$ cat src/rtl/multicycle_control_pkg.sv
`default_nettype none
// ============================================================================
//  Module      : multicycle_control_pkg
//  Description : Shared state encoding, opcode constants and datapath select
//                encodings for the multicycle controller.
//  Revision    : 1.0 - initial release
// ============================================================================
package multicycle_control_pkg;

  // FSM states; the numeric values are visible on the debug state port
  typedef enum logic [2:0] {
    ST_FETCH   = 3'd0,
    ST_DECODE  = 3'd1,
    ST_EXECUTE = 3'd2,
    ST_MEM     = 3'd3,
    ST_WB      = 3'd4
  } state_t;

  // Supported opcodes (instruction[31:26])
  localparam logic [5:0] c_op_rtype = 6'b000000;
  localparam logic [5:0] c_op_lw    = 6'b100011;
  localparam logic [5:0] c_op_sw    = 6'b101011;
  localparam logic [5:0] c_op_beq   = 6'b000100;
  localparam logic [5:0] c_op_j     = 6'b000010;
  localparam logic [5:0] c_op_addi  = 6'b001000;

  // PC source select
  localparam logic [1:0] c_pc_src_plus4  = 2'b00;
  localparam logic [1:0] c_pc_src_branch = 2'b01;
  localparam logic [1:0] c_pc_src_jump   = 2'b10;

  // ALU B operand select
  localparam logic [1:0] c_alu_b_rt      = 2'b00;
  localparam logic [1:0] c_alu_b_four    = 2'b01;
  localparam logic [1:0] c_alu_b_imm     = 2'b10;
  localparam logic [1:0] c_alu_b_imm_sh2 = 2'b11;

  // ALU operation class
  localparam logic [1:0] c_alu_op_add   = 2'b00;
  localparam logic [1:0] c_alu_op_sub   = 2'b01;
  localparam logic [1:0] c_alu_op_funct = 2'b10;

  // True for every opcode the controller knows how to sequence
  function automatic logic is_supported(input logic [5:0] op);
    return (op == c_op_rtype) || (op == c_op_lw)  || (op == c_op_sw) ||
           (op == c_op_beq)   || (op == c_op_j)   || (op == c_op_addi);
  endfunction

endpackage
`default_nettype wire

$ cat src/rtl/retire_counter.sv
`default_nettype none
// ============================================================================
//  Module      : retire_counter
//  Description : Free-running retired-instruction counter with enable,
//                synchronous active-low reset and natural wrap-around.
//  Revision    : 1.0 - initial release
// ============================================================================
module retire_counter #(
  parameter int WIDTH = 16
) (
  input  logic             clk,
  input  logic             rst_n,
  input  logic             en,
  output logic [WIDTH-1:0] count
);

  logic [WIDTH-1:0] r_count;

  // Count one per enabled cycle; the register is rewritten every edge so a
  // held value simply re-adds zero
  always_ff @(posedge clk) begin
    if (!rst_n) begin
      r_count <= '0;
    end else begin
      r_count <= r_count + {{(WIDTH-1){1'b0}}, en};
    end
  end

  assign count = r_count;

endmodule
`default_nettype wire

$ cat src/rtl/multicycle_control.sv
`default_nettype none
// ============================================================================
//  Module      : multicycle_control
//  Description : Five-state multicycle controller (fetch/decode/execute/
//                mem/writeback) producing datapath control strobes, plus a
//                retired-instruction counter.
//  Revision    : 1.0 - initial release
// ============================================================================
module multicycle_control
  import multicycle_control_pkg::*;
(
  input  logic        clk,
  input  logic        rst_n,
  input  logic [5:0]  opcode,
  input  logic        zero,
  input  logic        mem_ready,
  output logic        pc_en,
  output logic [1:0]  pc_src,
  output logic        ir_write,
  output logic        mem_read,
  output logic        mem_write,
  output logic        reg_write,
  output logic        reg_dest,
  output logic        mem_to_reg,
  output logic        alu_src_a,
  output logic [1:0]  alu_src_b,
  output logic [1:0]  alu_op,
  output logic        instr_done,
  output logic        illegal_op,
  output logic [2:0]  state,
  output logic [15:0] instr_count
);

  state_t      r_state;
  state_t      w_next_state;
  logic [5:0]  r_opcode;
  logic        r_active;
  logic        w_out_en;

  logic        w_pc_en;
  logic [1:0]  w_pc_src;
  logic        w_ir_write;
  logic        w_mem_read;
  logic        w_mem_write;
  logic        w_reg_write;
  logic        w_reg_dest;
  logic        w_mem_to_reg;
  logic        w_alu_src_a;
  logic [1:0]  w_alu_src_b;
  logic [1:0]  w_alu_op;
  logic        w_instr_done;
  logic        w_illegal_op;

  // r_active goes high one edge after reset is released, so the first
  // fetch read lands in the cycle following the sampled deassertion and
  // all strobes stay quiet while rst_n is low
  assign w_out_en = rst_n & r_active;

  // State register, opcode latch and post-reset enable
  always_ff @(posedge clk) begin
    if (!rst_n) begin
      r_active <= 1'b0;
      r_state  <= ST_FETCH;
      r_opcode <= c_op_rtype;
    end else begin
      r_active <= 1'b1;
      if (r_active) begin
        r_state <= w_next_state;
        if (r_state == ST_DECODE) begin
          r_opcode <= opcode;
        end
      end
    end
  end

  // Next-state and raw control decode; later states use the latched opcode
  always_comb begin
    w_next_state = r_state;
    w_pc_en      = 1'b0;
    w_pc_src     = c_pc_src_plus4;
    w_ir_write   = 1'b0;
    w_mem_read   = 1'b0;
    w_mem_write  = 1'b0;
    w_reg_write  = 1'b0;
    w_reg_dest   = 1'b0;
    w_mem_to_reg = 1'b0;
    w_alu_src_a  = 1'b0;
    w_alu_src_b  = c_alu_b_rt;
    w_alu_op     = c_alu_op_add;
    w_instr_done = 1'b0;
    w_illegal_op = 1'b0;

    case (r_state)
      ST_FETCH: begin
        w_mem_read  = 1'b1;
        w_alu_src_b = c_alu_b_four;
        if (mem_ready) begin
          w_ir_write   = 1'b1;
          w_pc_en      = 1'b1;
          w_pc_src     = c_pc_src_plus4;
          w_next_state = ST_DECODE;
        end
      end

      ST_DECODE: begin
        w_alu_src_b = c_alu_b_imm_sh2;
        if (opcode == c_op_j) begin
          w_pc_en      = 1'b1;
          w_pc_src     = c_pc_src_jump;
          w_instr_done = 1'b1;
          w_next_state = ST_FETCH;
        end else if (!is_supported(opcode)) begin
          w_illegal_op = 1'b1;
          w_next_state = ST_FETCH;
        end else begin
          w_next_state = ST_EXECUTE;
        end
      end

      ST_EXECUTE: begin
        w_alu_src_a = 1'b1;
        case (r_opcode)
          c_op_rtype: begin
            w_alu_src_b  = c_alu_b_rt;
            w_alu_op     = c_alu_op_funct;
            w_next_state = ST_WB;
          end
          c_op_lw, c_op_sw: begin
            w_alu_src_b  = c_alu_b_imm;
            w_next_state = ST_MEM;
          end
          c_op_addi: begin
            w_alu_src_b  = c_alu_b_imm;
            w_next_state = ST_WB;
          end
          c_op_beq: begin
            w_alu_src_b  = c_alu_b_rt;
            w_alu_op     = c_alu_op_sub;
            w_pc_src     = c_pc_src_branch;
            w_pc_en      = zero;
            w_instr_done = 1'b1;
            w_next_state = ST_FETCH;
          end
          default: w_next_state = ST_FETCH;
        endcase
      end

      ST_MEM: begin
        if (r_opcode == c_op_sw) begin
          w_mem_write = 1'b1;
          if (mem_ready) begin
            w_instr_done = 1'b1;
            w_next_state = ST_FETCH;
          end
        end else begin
          w_mem_read = 1'b1;
          if (mem_ready) begin
            w_next_state = ST_WB;
          end
        end
      end

      ST_WB: begin
        w_reg_write  = 1'b1;
        w_reg_dest   = (r_opcode == c_op_rtype);
        w_mem_to_reg = (r_opcode == c_op_lw);
        w_instr_done = 1'b1;
        w_next_state = ST_FETCH;
      end

      default: w_next_state = ST_FETCH;
    endcase
  end

  // Strobes are forced low during reset and the first post-reset cycle
  assign pc_en      = w_pc_en      & w_out_en;
  assign pc_src     = w_out_en ? w_pc_src    : 2'b00;
  assign ir_write   = w_ir_write   & w_out_en;
  assign mem_read   = w_mem_read   & w_out_en;
  assign mem_write  = w_mem_write  & w_out_en;
  assign reg_write  = w_reg_write  & w_out_en;
  assign reg_dest   = w_reg_dest   & w_out_en;
  assign mem_to_reg = w_mem_to_reg & w_out_en;
  assign alu_src_a  = w_alu_src_a  & w_out_en;
  assign alu_src_b  = w_out_en ? w_alu_src_b : 2'b00;
  assign alu_op     = w_out_en ? w_alu_op    : 2'b00;
  assign instr_done = w_instr_done & w_out_en;
  assign illegal_op = w_illegal_op & w_out_en;
  assign state      = r_state;

  retire_counter #(
    .WIDTH (16)
  ) u_retire_counter (
    .clk   (clk),
    .rst_n (rst_n),
    .en    (instr_done),
    .count (instr_count)
  );

endmodule
`default_nettype wire

$ cat config.mk
export PLATFORM = sky130hd
export DESIGN_NAME = multicycle_control
export DESIGN_NICKNAME = d
export VERILOG_FILES = /design/src/rtl/multicycle_control_pkg.sv /design/src/rtl/retire_counter.sv /design/src/rtl/multicycle_control.sv
export SDC_FILE = /design/constraint.sdc
export NUM_CORES = 1
export LEC_CHECK = 0
export BUFFER_PORTS_ARGS = -buffer_cell sky130_fd_sc_hd__buf_4
export CAP_MARGIN = 20
export CELL_PAD_IN_SITES_DETAIL_PLACEMENT = 1
export CELL_PAD_IN_SITES_GLOBAL_PLACEMENT = 1
export CORE_ASPECT_RATIO = 1.5
export CORE_UTILIZATION = 39
export CTS_BUF_LIST = sky130_fd_sc_hd__clkbuf_16
export DETAILED_ROUTE_END_ITERATION = 8
export PLACE_DENSITY = 0.91
export SLEW_MARGIN = 10
export SYNTH_ARGS = -nofsm -noshare
export SYNTH_HDL_FRONTEND = slang
export SYNTH_HIERARCHICAL = 1
export SYNTH_SLANG_ARGS = --single-unit
$ cat constraint.sdc
create_clock -name clk -period 5.9 [get_ports clk]
set_clock_uncertainty 0.05 [all_clocks]
set_input_delay 0.59 -clock clk [delete_from_list [all_inputs] [get_ports clk]]
set_output_delay 0.59 -clock clk [all_outputs]
set_load 0.01 [all_outputs]
Word-level counts from Yosys, hierarchy flattened
Cells that the tools add are included.
{"block": "word_totals", "reg_bits": 26, "inputBits": 10, "word_cells": 82}
{"block": "classes", "addsub": 1, "eq_ne": 15, "mux": 38, "n_bitwise": 11, "n_reduce_logical": 13}
{"op": "6-bit == test (second input constant)", "count": 4}
{"op": "1-bit two-way mux", "count": 18}
{"op": "16-bit by 1-bit adder with 16-bit output", "count": 1}
{"op": "2-bit two-way mux", "count": 8}
{"op": "6-bit by 3-bit == test with 1-bit output (second input constant)", "count": 2}
{"op": "6-bit by 4-bit == test with 1-bit output (second input constant)", "count": 2}
{"op": "6-bit logical NOT", "count": 2}
{"op": "3-bit two-way mux", "count": 4}
{"op": "3-bit one-hot mux with 4 select lines", "count": 1}
{"op": "1-bit AND", "count": 11}
{"op": "2-bit one-hot mux with 2 select lines", "count": 2}
{"op": "3-bit by 2-bit == test with 1-bit output (second input constant)", "count": 2}
{"op": "6-bit by 2-bit == test with 1-bit output (second input constant)", "count": 1}
{"op": "2-bit one-hot mux with 3 select lines", "count": 1}
{"op": "3-bit one-hot mux with 2 select lines", "count": 1}
{"op": "1-bit logical OR", "count": 5}
{"op": "2-bit inequality test (second input constant)", "count": 2}
{"op": "1-bit one-hot mux with 4 select lines", "count": 1}
{"op": "2-bit OR reduction", "count": 2}
{"op": "3-bit by 1-bit == test with 1-bit output (second input constant)", "count": 1}
{"op": "3-bit == test (second input constant)", "count": 1}
{"op": "3-bit logical NOT", "count": 1}
{"op": "1-bit one-hot mux with 3 select lines", "count": 1}
{"op": "3-bit AND reduction", "count": 1}
{"op": "3 further kinds", "count": 3}

Depth between registers and ports, before layout
Gate-level depths: netlist of run 1.
{"block": "depth", "word_depth": 10, "ltp_mapped": 10, "ltp_nobuf": 9}

Modules after synthesis
Netlist of run 1, hierarchy kept.
{"module": "multicycle_control", "n_inst": 1, "cells_per_inst": 99, "area_each_um2": 750.7, "seq_area_each_um2": 200.2}
{"module": "retire_counter", "n_inst": 1, "cells_per_inst": 82, "area_each_um2": 743.2, "seq_area_each_um2": 320.3}

Least setup slack after synthesis of run 1
No wires, ideal clock.
{"block": "synth_path", "kind": "input-to-reg", "start": "in opcode[2]", "end": "reg u_retire_counter.r_count[12], in the netlist u_retire_counter/count[12]", "setup_ns": 0.073, "arrival_ns": 2.721, "t_required_ns": 5.777, "setup_slack_ns": 3.056, "cell_stages": 8, "path_buffers": 0, "path_cell_list": "nor4b_2 -> a31oi_1 -> a31oi_1 -> ha_1 -> ha_1 -> nand4_2 -> or4_1 -> a21oi_1"}
{"block": "synth_between", "elab_chain_cells": 5}
{"item": "start, declared", "line": "multicycle_control.sv:14", "text": "input logic [5:0] opcode,"}
{"item": "6-bit by 2-bit == test with 1-bit output", "line": "multicycle_control.sv:107", "text": "if (opcode == c_op_j) begin"}
{"item": "1-bit two-way mux", "line": "multicycle_control.sv:107"}
{"item": "1-bit one-hot mux with 4 select lines", "line": "multicycle_control.sv:93", "text": "case (r_state)"}
{"item": "1-bit AND", "line": "multicycle_control.sv:187", "text": "assign instr_done = w_instr_done & w_out_en;"}
{"item": "named net instr_done", "line": "multicycle_control.sv:28", "text": "output logic instr_done,"}
{"item": "16-bit by 1-bit adder with 16-bit output", "line": "retire_counter.sv:25", "text": "r_count <= r_count + {{(WIDTH-1){1'b0}}, en};"}
{"item": "end signal, assigned", "line": "retire_counter.sv:25"}
{"item": "end, declared", "line": "retire_counter.sv:17", "text": "logic [WIDTH-1:0] r_count;"}
The timed path passes the listed nets, and every way through them passes these cells.
A chain may end at the register's enable or synchronous reset.

Final worst setup path of run 1
{"block": "layout_path", "start": "reg r_state[0], in the netlist state[0]", "end": "reg u_retire_counter.r_count[12], in the netlist u_retire_counter/count[12]"}
{"block": "layout_between", "elab_chain_cells": 4, "word_cells_on_any_way": 7, "cone_classes": "add/sub (1); eq/ne (4); mux (1); bitwise (1)"}
{"item": "start, declared", "line": "multicycle_control.sv:34", "text": "state_t r_state;"}
{"item": "start signal, assigned", "line": "multicycle_control.sv:68", "text": "r_state <= w_next_state;"}
{"item": "3-bit == test (tied with other cells)", "line": "multicycle_control.sv:93"}
{"item": "1-bit one-hot mux with 4 select lines *", "line": "multicycle_control.sv:93"}
{"item": "1-bit AND *", "line": "multicycle_control.sv:187"}
{"item": "16-bit by 1-bit adder with 16-bit output *", "line": "retire_counter.sv:25"}
Every way passes the cells marked *; elsewhere a longest branch is shown, timed or not.

==> results of run 1 <==
## final cells by class
| cell class | count | area [µm²] |
|---|---|---|
| multi-input cells | 138 | 896 |
| inverters | 10 | 37.5 |
| well taps | 43 | 53.8 |
| flip-flops and latches | 26 | 520 |
| fillers | 468 | 1770 |
| clock buffers | 3 | 75.1 |
| repair buffers | 44 | 330 |
## worst min path at each step
| stage | from | end | slack [ps] |
|---|---|---|---|
| 6_report | u_retire_counter/count[15] | u_retire_counter/count[15] | 440 |
| 5_1_grt | u_retire_counter/count[15] | u_retire_counter/count[15] | 480 |
| 4_1_cts | u_retire_counter/count[15] | u_retire_counter/count[15] | 450 |
| 3_5_place_dp | u_retire_counter/count[15] | u_retire_counter/count[15] | 440 |
| 3_3_place_gp | u_retire_counter/count[15] | u_retire_counter/count[15] | 420 |
| 2_1_floorplan | r_active | state[2] | 420 |
## stage by stage
step	setup slack (ps)	utilization (%)	hold WS, ps	power (mW)	cells
floorplan	3060	-	418	0.210	181
global placement	2890	49.9	417	0.226	261
detailed placement	2770	49.9	439	0.227	261
CTS	2900	52.0	448	0.376	264
global route	2660	52.0	475	0.386	264
finish	2900	52.0	440	0.372	264
## sequential cells by signal, summed over array words and instances (netlist names)
register and flops:
r_active 1, state 3, u_retire_counter/count 16, r_opcode 6
## logic make-up (layout without fill, tap and decap cells)
logic type,Yosys count,in the layout
fa+ha+maj,3,3
buf+inv,17,57
simple gates,90,90
mux,10,10
flops,26,26
xor+xnor,4,4
compound gates,31,31
## layer usage
layer | GRT usage, % | vias up | part of all wire, %
met3 | 2.94 | 11 | 3.8
li1 | - | 732 | -
met1 | 21.4 | 695 | 38
met4 | 11.1 | 0 | 3.3
met2 | 41.4 | 42 | 55
met5 | 0 | - | 0
## report_power, final
group | internal, mW | leakage (nW) | switching, mW
clock | 0.0898 | 0.0370 | 0.0593
sequential | 0.178 | 0.210 | 0.00537
combinational | 0.0179 | 0.532 | 0.0215
total | 0.286 | 0.779 | 0.0862
## worst max-delay path, cell delays in order, from the launching register on
cell and delay [ps]:
dfxtp_1 620, and2b_1 290, a31oi_1 110, a31oi_1 330, ha_1 280, ha_1 250
nand4_2 240, or4_1 580, a21oi_1 160
## Yosys cell counts, types with 2 or more instances
cell type / instances / area (µm²)
dfxtp_1: 26 / 521
nand2_1: 19 / 71.3
nor2_1: 15 / 56.3
mux2i_1: 10 / 100
inv_1: 9 / 33.8
nor2b_1: 9 / 56.3
a21oi_1: 8 / 40.0
nand3_1: 6 / 30.0
o21ai_0: 6 / 30.0
nand4_1: 5 / 31.3
nor3_1: 5 / 25.0
o31ai_1: 5 / 37.5
a31oi_1: 4 / 25.0
nand2b_1: 4 / 25.0
nor4_1: 4 / 25.0
or4_1: 4 / 30.0
and2_1: 3 / 18.8
and3_1: 3 / 18.8
clkbuf_1: 3 / 11.3
ha_1: 3 / 37.5
nand4_2: 3 / 37.5
buf_2: 2 / 10.0
o22a_1: 2 / 17.5
or3_1: 2 / 12.5
xnor2_1: 2 / 17.5
xor2_1: 2 / 17.5
==> key figures, run 1 <==
Outcome
  • Outcome: finished, final reports clean

GRT
  • Initial antenna violation count: 0
  • GR Overflow Total: 0
  • GRT Util Overall: 21.8%
  • Largest net degree at the start of global routing: 27
  • First-pass GRT wire length: 6.74 mm
  • Vias in the first global route: 1519

Route
  • Residual DRC: 0
  • Vias: 1480
  • Final WL: 4.13 mm
  • Initial DRC count: 16
  • Routed Antenna Nets: 0
  • Routed WL per cell: 15.6 µm
  • TritonRoute pass-1 iters: 4
  • Via/cell ratio: 5.61

Synth
  • Syn Nets: 194
  • Yosys warns: 6
  • Complex-gate fraction of the synthesized area: 13.9%
  • Main flop type after synthesis: dfxtp_1
  • Synth Register Bits: 26
  • Post-synthesis cell type count: 43
  • Post-synthesis cell area: 0.00149 mm²
  • Seq/Total Area, Yosys: 34.8%
  • Post-Synthesis Cells: 181
  • EDFF count, synth: 0
  • Largest family of logic cells by synthesized area: simple AND/OR/NAND/NOR gates
  • Post-Synth Simple-Gate Area: 34.5%
  • Synth Area in Adders: 2.51%
  • FFs w/ async S/R, synth: 0%
  • Syn Area/Cell: 8.25 µm²
  • Multiplexer share of the synthesized area: 6.70%
  • Area share of xor/xnor cells in the synthesized design: 2.35%

STA
  • Slew HR: 67.8%
  • Final worst-path cycle share: 50.9%
  • Slew Viols, Final: 0
  • Finish-stage setup viols: 0
  • Peak Freq: 0.333 GHz
  • RSZ-0062 raised after global routing: no
  • Minimum clock period: 3000 ps
  • Setup TNS: 0 ps
  • Slew @ Worst Pin: 482 ps
  • Final hold violations: 0

CTS
  • Hold-fix buffers, CTS: 0
  • H-tree depth: 1
  • CTS Buffer Depth: 2
  • Setup bufs post-CTS: 0
  • Root Buffer: clkbuf_16
  • Total clock sinks: 26
  • CTS tree: done
  • Clk slew on worst S/H paths: 60 ps
  • Num CTS Buffers: 3
  • Cells resized by post-CTS repair: 0
  • Latest clock arrival within the worst-skew pair: 260 ps

Worst setup path
  • Critical Path AT: 3140 ps
  • Kind of critical path: flop to flop
  • CP startpoint kind: flop
  • RR Startpoint: state[0]
  • Crit path from: state[0]
  • Internal reg-to-reg setup slack: 2900 ps
  • Worst flop-to-flop path endpoint: u_retire_counter/count[12]
  • Worst Path Required: 6030 ps
  • Worst setup EP type: flop
  • R2R depth: 8
  • Setup crit end: u_retire_counter/count[12]
  • Crit Path Max Fanout: 13

Placement
  • Placed Area: 0.00184 mm²
  • I/O Buffers: 44
  • GPL Wtd Cong: 0.774
  • Hpwl dp: 3.08 mm

Final layout
  • Cell area after layout: 0.00191 mm²
  • Layout cells sized above 1: 24.9%
  • Fin nets: 236
  • Ant diodes: 0
  • Layout area overhead: 28.1%
  • Most frequent cells in the layout: buf_4 (44), dfxtp_1 (26), nand2_1 (19), nor2_1 (15), mux2i_1 (10)
  • Commonest non-fill, non-tap cell in the layout: buf_4

Floorplan
  • Num ports: 45
  • Die area: 0.00409 mm²
  • Die H: 77.8 µm
  • Core Area: 0.00368 mm²
  • Floorplan die width: 52.5 µm
  • Initial core utilization: 40.6%
  • # rows: 27

Run
  • Max Cap Viol: 0

Worst hold path
  • Hold Path Depth: 2
  • Hold Path Class: flop to flop

Pwr
  • Leak: 0.779 nW
  • Maximum vdd drop: 0.117 mV
  • Power per cell area: 195 mW/mm²
No activity file was read; power rests on OpenSTA's default activity.
==> inputs of run 2 (changes only) <==
--- a/config.mk
+++ b/config.mk
@@ -10,10 +10,10 @@
 export CELL_PAD_IN_SITES_DETAIL_PLACEMENT = 1
 export CELL_PAD_IN_SITES_GLOBAL_PLACEMENT = 1
 export CORE_ASPECT_RATIO = 1.5
-export CORE_UTILIZATION = 39
+export CORE_UTILIZATION = 37
 export CTS_BUF_LIST = sky130_fd_sc_hd__clkbuf_16
 export DETAILED_ROUTE_END_ITERATION = 8
-export PLACE_DENSITY = 0.91
+export PLACE_DENSITY = 0.87
 export SLEW_MARGIN = 10
 export SYNTH_ARGS = -nofsm -noshare
 export SYNTH_HDL_FRONTEND = slang
==> constraint.sdc (replaced) <==
create_clock -name clk -period 2.8 [get_ports clk]
set_clock_uncertainty 0.05 [all_clocks]
set_input_delay 0.28 -clock clk [delete_from_list [all_inputs] [get_ports clk]]
set_output_delay 0.28 -clock clk [all_outputs]
set_load 0.01 [all_outputs]
==> run 2 against run 1 <==
Compared with the run above: core utilization increased by 1.2 points; cell area increased by 4.1%; global-route usage fell by 0.077 points; via count grew 4.3%; count of clock-buffer cells in the layout stayed put; register-to-register slack lost 2700 ps; clock power up 110%; flip-flop and latch count is the same; critical path depth is 1 higher; fmax grew 14%; sequential power rose by 110%; sequential share of layout area is 1.1 points lower; critical path type unchanged.
==> key figures, run 2 (synthesis gave the netlist of run 1 again) <==
GRT
  • First-pass GRT wire length: 6.96 mm
  • GR Overflow Total: 0
  • Largest net degree at the start of global routing: 26
  • GRT Util Overall: 21.7%
  • Vias in the first global route: 1500
  • Initial antenna violation count: 0

STA
  • Final hold violations: 0
  • Slew @ Worst Pin: 418 ps
  • Slew HR: 71.9%
  • Final Hold Slack: 262 ps
  • Slew Viols, Final: 0
  • Minimum clock period: 2640 ps
  • Peak Freq: 0.379 GHz
  • Final worst-path cycle share: 94.2%
  • Setup TNS: 0 ps
  • Finish-stage setup viols: 0

Worst setup path
  • Worst Path Required: 2930 ps
  • Worst setup EP type: flop
  • Critical Path AT: 2770 ps
  • Kind of critical path: flop to flop
  • CP startpoint kind: flop
  • Crit Path Max Fanout: 9

Floorplan
  • Die H: 79.8 µm
  • Num ports: 45
  • Floorplan die width: 53.9 µm
  • Core Area: 0.00375 mm²
  • # rows: 27
  • Die area: 0.00430 mm²
  • Initial core utilization: 39.8%

CTS
  • Root Buffer: clkbuf_16
  • CTS Buffer Depth: 2
  • Total clock sinks: 26
  • CTS tree: done
  • Num CTS Buffers: 3
  • H-tree depth: 1
  • Latest clock arrival within the worst-skew pair: 260 ps
  • Clk slew on worst S/H paths: 60 ps
  • Hold-fix buffers, CTS: 0

Placement
  • Hpwl dp: 3.28 mm
  • I/O Buffers: 44
  • GPL Wtd Cong: 0.822
  • Placed Area: 0.00191 mm²

Final layout
  • Fin nets: 245
  • Layout cells sized above 1: 28.3%
  • Multi-input logic area: 907 µm²
  • Ant diodes: 0
  • Most frequent cells in the layout: buf_4 (53), dfxtp_1 (26), nand2_1 (19), nor2_1 (14), mux2i_1 (10)
  • Max reg flops: 16
  • Share of the core filled with cells: 53.1%
  • Cell area after layout: 0.00199 mm²
  • Commonest non-fill, non-tap cell in the layout: buf_4
  • Layout area overhead: 33.3%
  • Fill cells: 465
  • Reg area: 520 µm²

Route
  • Vias: 1544
  • Via/cell ratio: 5.66
  • Initial DRC count: 37
  • Routed WL per cell: 15.9 µm
  • TritonRoute pass-1 iters: 4
  • Final WL: 4.35 mm
  • Routed Antenna Nets: 0
  • Residual DRC: 0

Pwr
  • Logic pwr share: 12.0%
  • Switching share of power: 23.7%
  • Clock network power share: 40.0%
  • Psw: 0.189 mW
  • Seq pwr share: 48.0%
  • Power per cell area: 400 mW/mm²
  • Int Pwr: 0.608 mW
  • Maximum vdd drop: 0.245 mV
  • Leak: 0.834 nW

Outcome
  • Outcome: finished, final reports clean

Run
  • Max Cap Viol: 0

Worst hold path
  • Hold Path Class: primary input to flop
## run 2: changes by cell type in the layout (fill, tap and decap cells not counted)
cell / previous run / this run
buf_4: 44 / 53
nand4_2: 3 / 2
nor2_1: 15 / 14
nand4_4: 0 / 1
nor2_2: 0 / 1
## run 2: layout make-up
class                           instances  share of cell area (%)
Inverter                               10                    1.88
Tap cell                               43                    2.70
Multi-Input combinational cell        138                    45.5
Sequential cell                        26                    26.1
Clock buffer                            3                    3.77
Timing Repair Buffer                   53                    20.0
## run 2: per-stage QoR
step | setup WS, ps | cells | total power [mW]
after floorplan | 88.1 | 181 | 0.443
after global placement | 285 | 270 | 0.483
after detailed placement | 203 | 270 | 0.485
after CTS | 124 | 273 | 0.798
after global routing | -10.6 | 273 | 0.822
final | 163 | 273 | 0.797
## run 2: power by group through the flow
stage                     clock network, mW  registers (mW)  logic (mW)
after floorplan                           0           0.389      0.0542
after global placement                    0           0.390      0.0935
after detailed placement                  0           0.391      0.0944
after CTS                             0.321           0.382      0.0953
after global routing                  0.335           0.383       0.104
final                                 0.319           0.383      0.0953
## run 2: worst paths after layout
check	cells past startpoint	slack, ps	endpoint	from
setup reg to reg	9	160	u_retire_counter/count[10]	r_opcode[0]
hold / removal	3	260	r_opcode[4]	opcode[4]
setup / recovery	9	160	u_retire_counter/count[10]	r_opcode[0]
hold reg to reg	2	430	u_retire_counter/count[15]	u_retire_counter/count[15]
## run 2: worst max-delay path, stage by stage (launching register included)
cell and delay [ps]:
dfxtp_1 370, and3_1 220, and3_1 210, nand4_1 100
a31oi_1 240, ha_1 220, ha_1 280, nand4_4 190
or4_1 510, a21oi_1 160
## run 2: metal layers
| metal | GRT usage (%) | routed length (µm) |
|---|---|---|
| met4 | 9.21 | 100 |
| met5 | 0 | 0 |
| met2 | 40.2 | 2420 |
| met3 | 2.86 | 153 |
| met1 | 22.9 | 1670 |
## run 2: repair_timing
item                       4_1_cts  5_1_grt
setup endpoints to repair        0        3
buffers inserted                 0        0
gates resized for setup          0        2
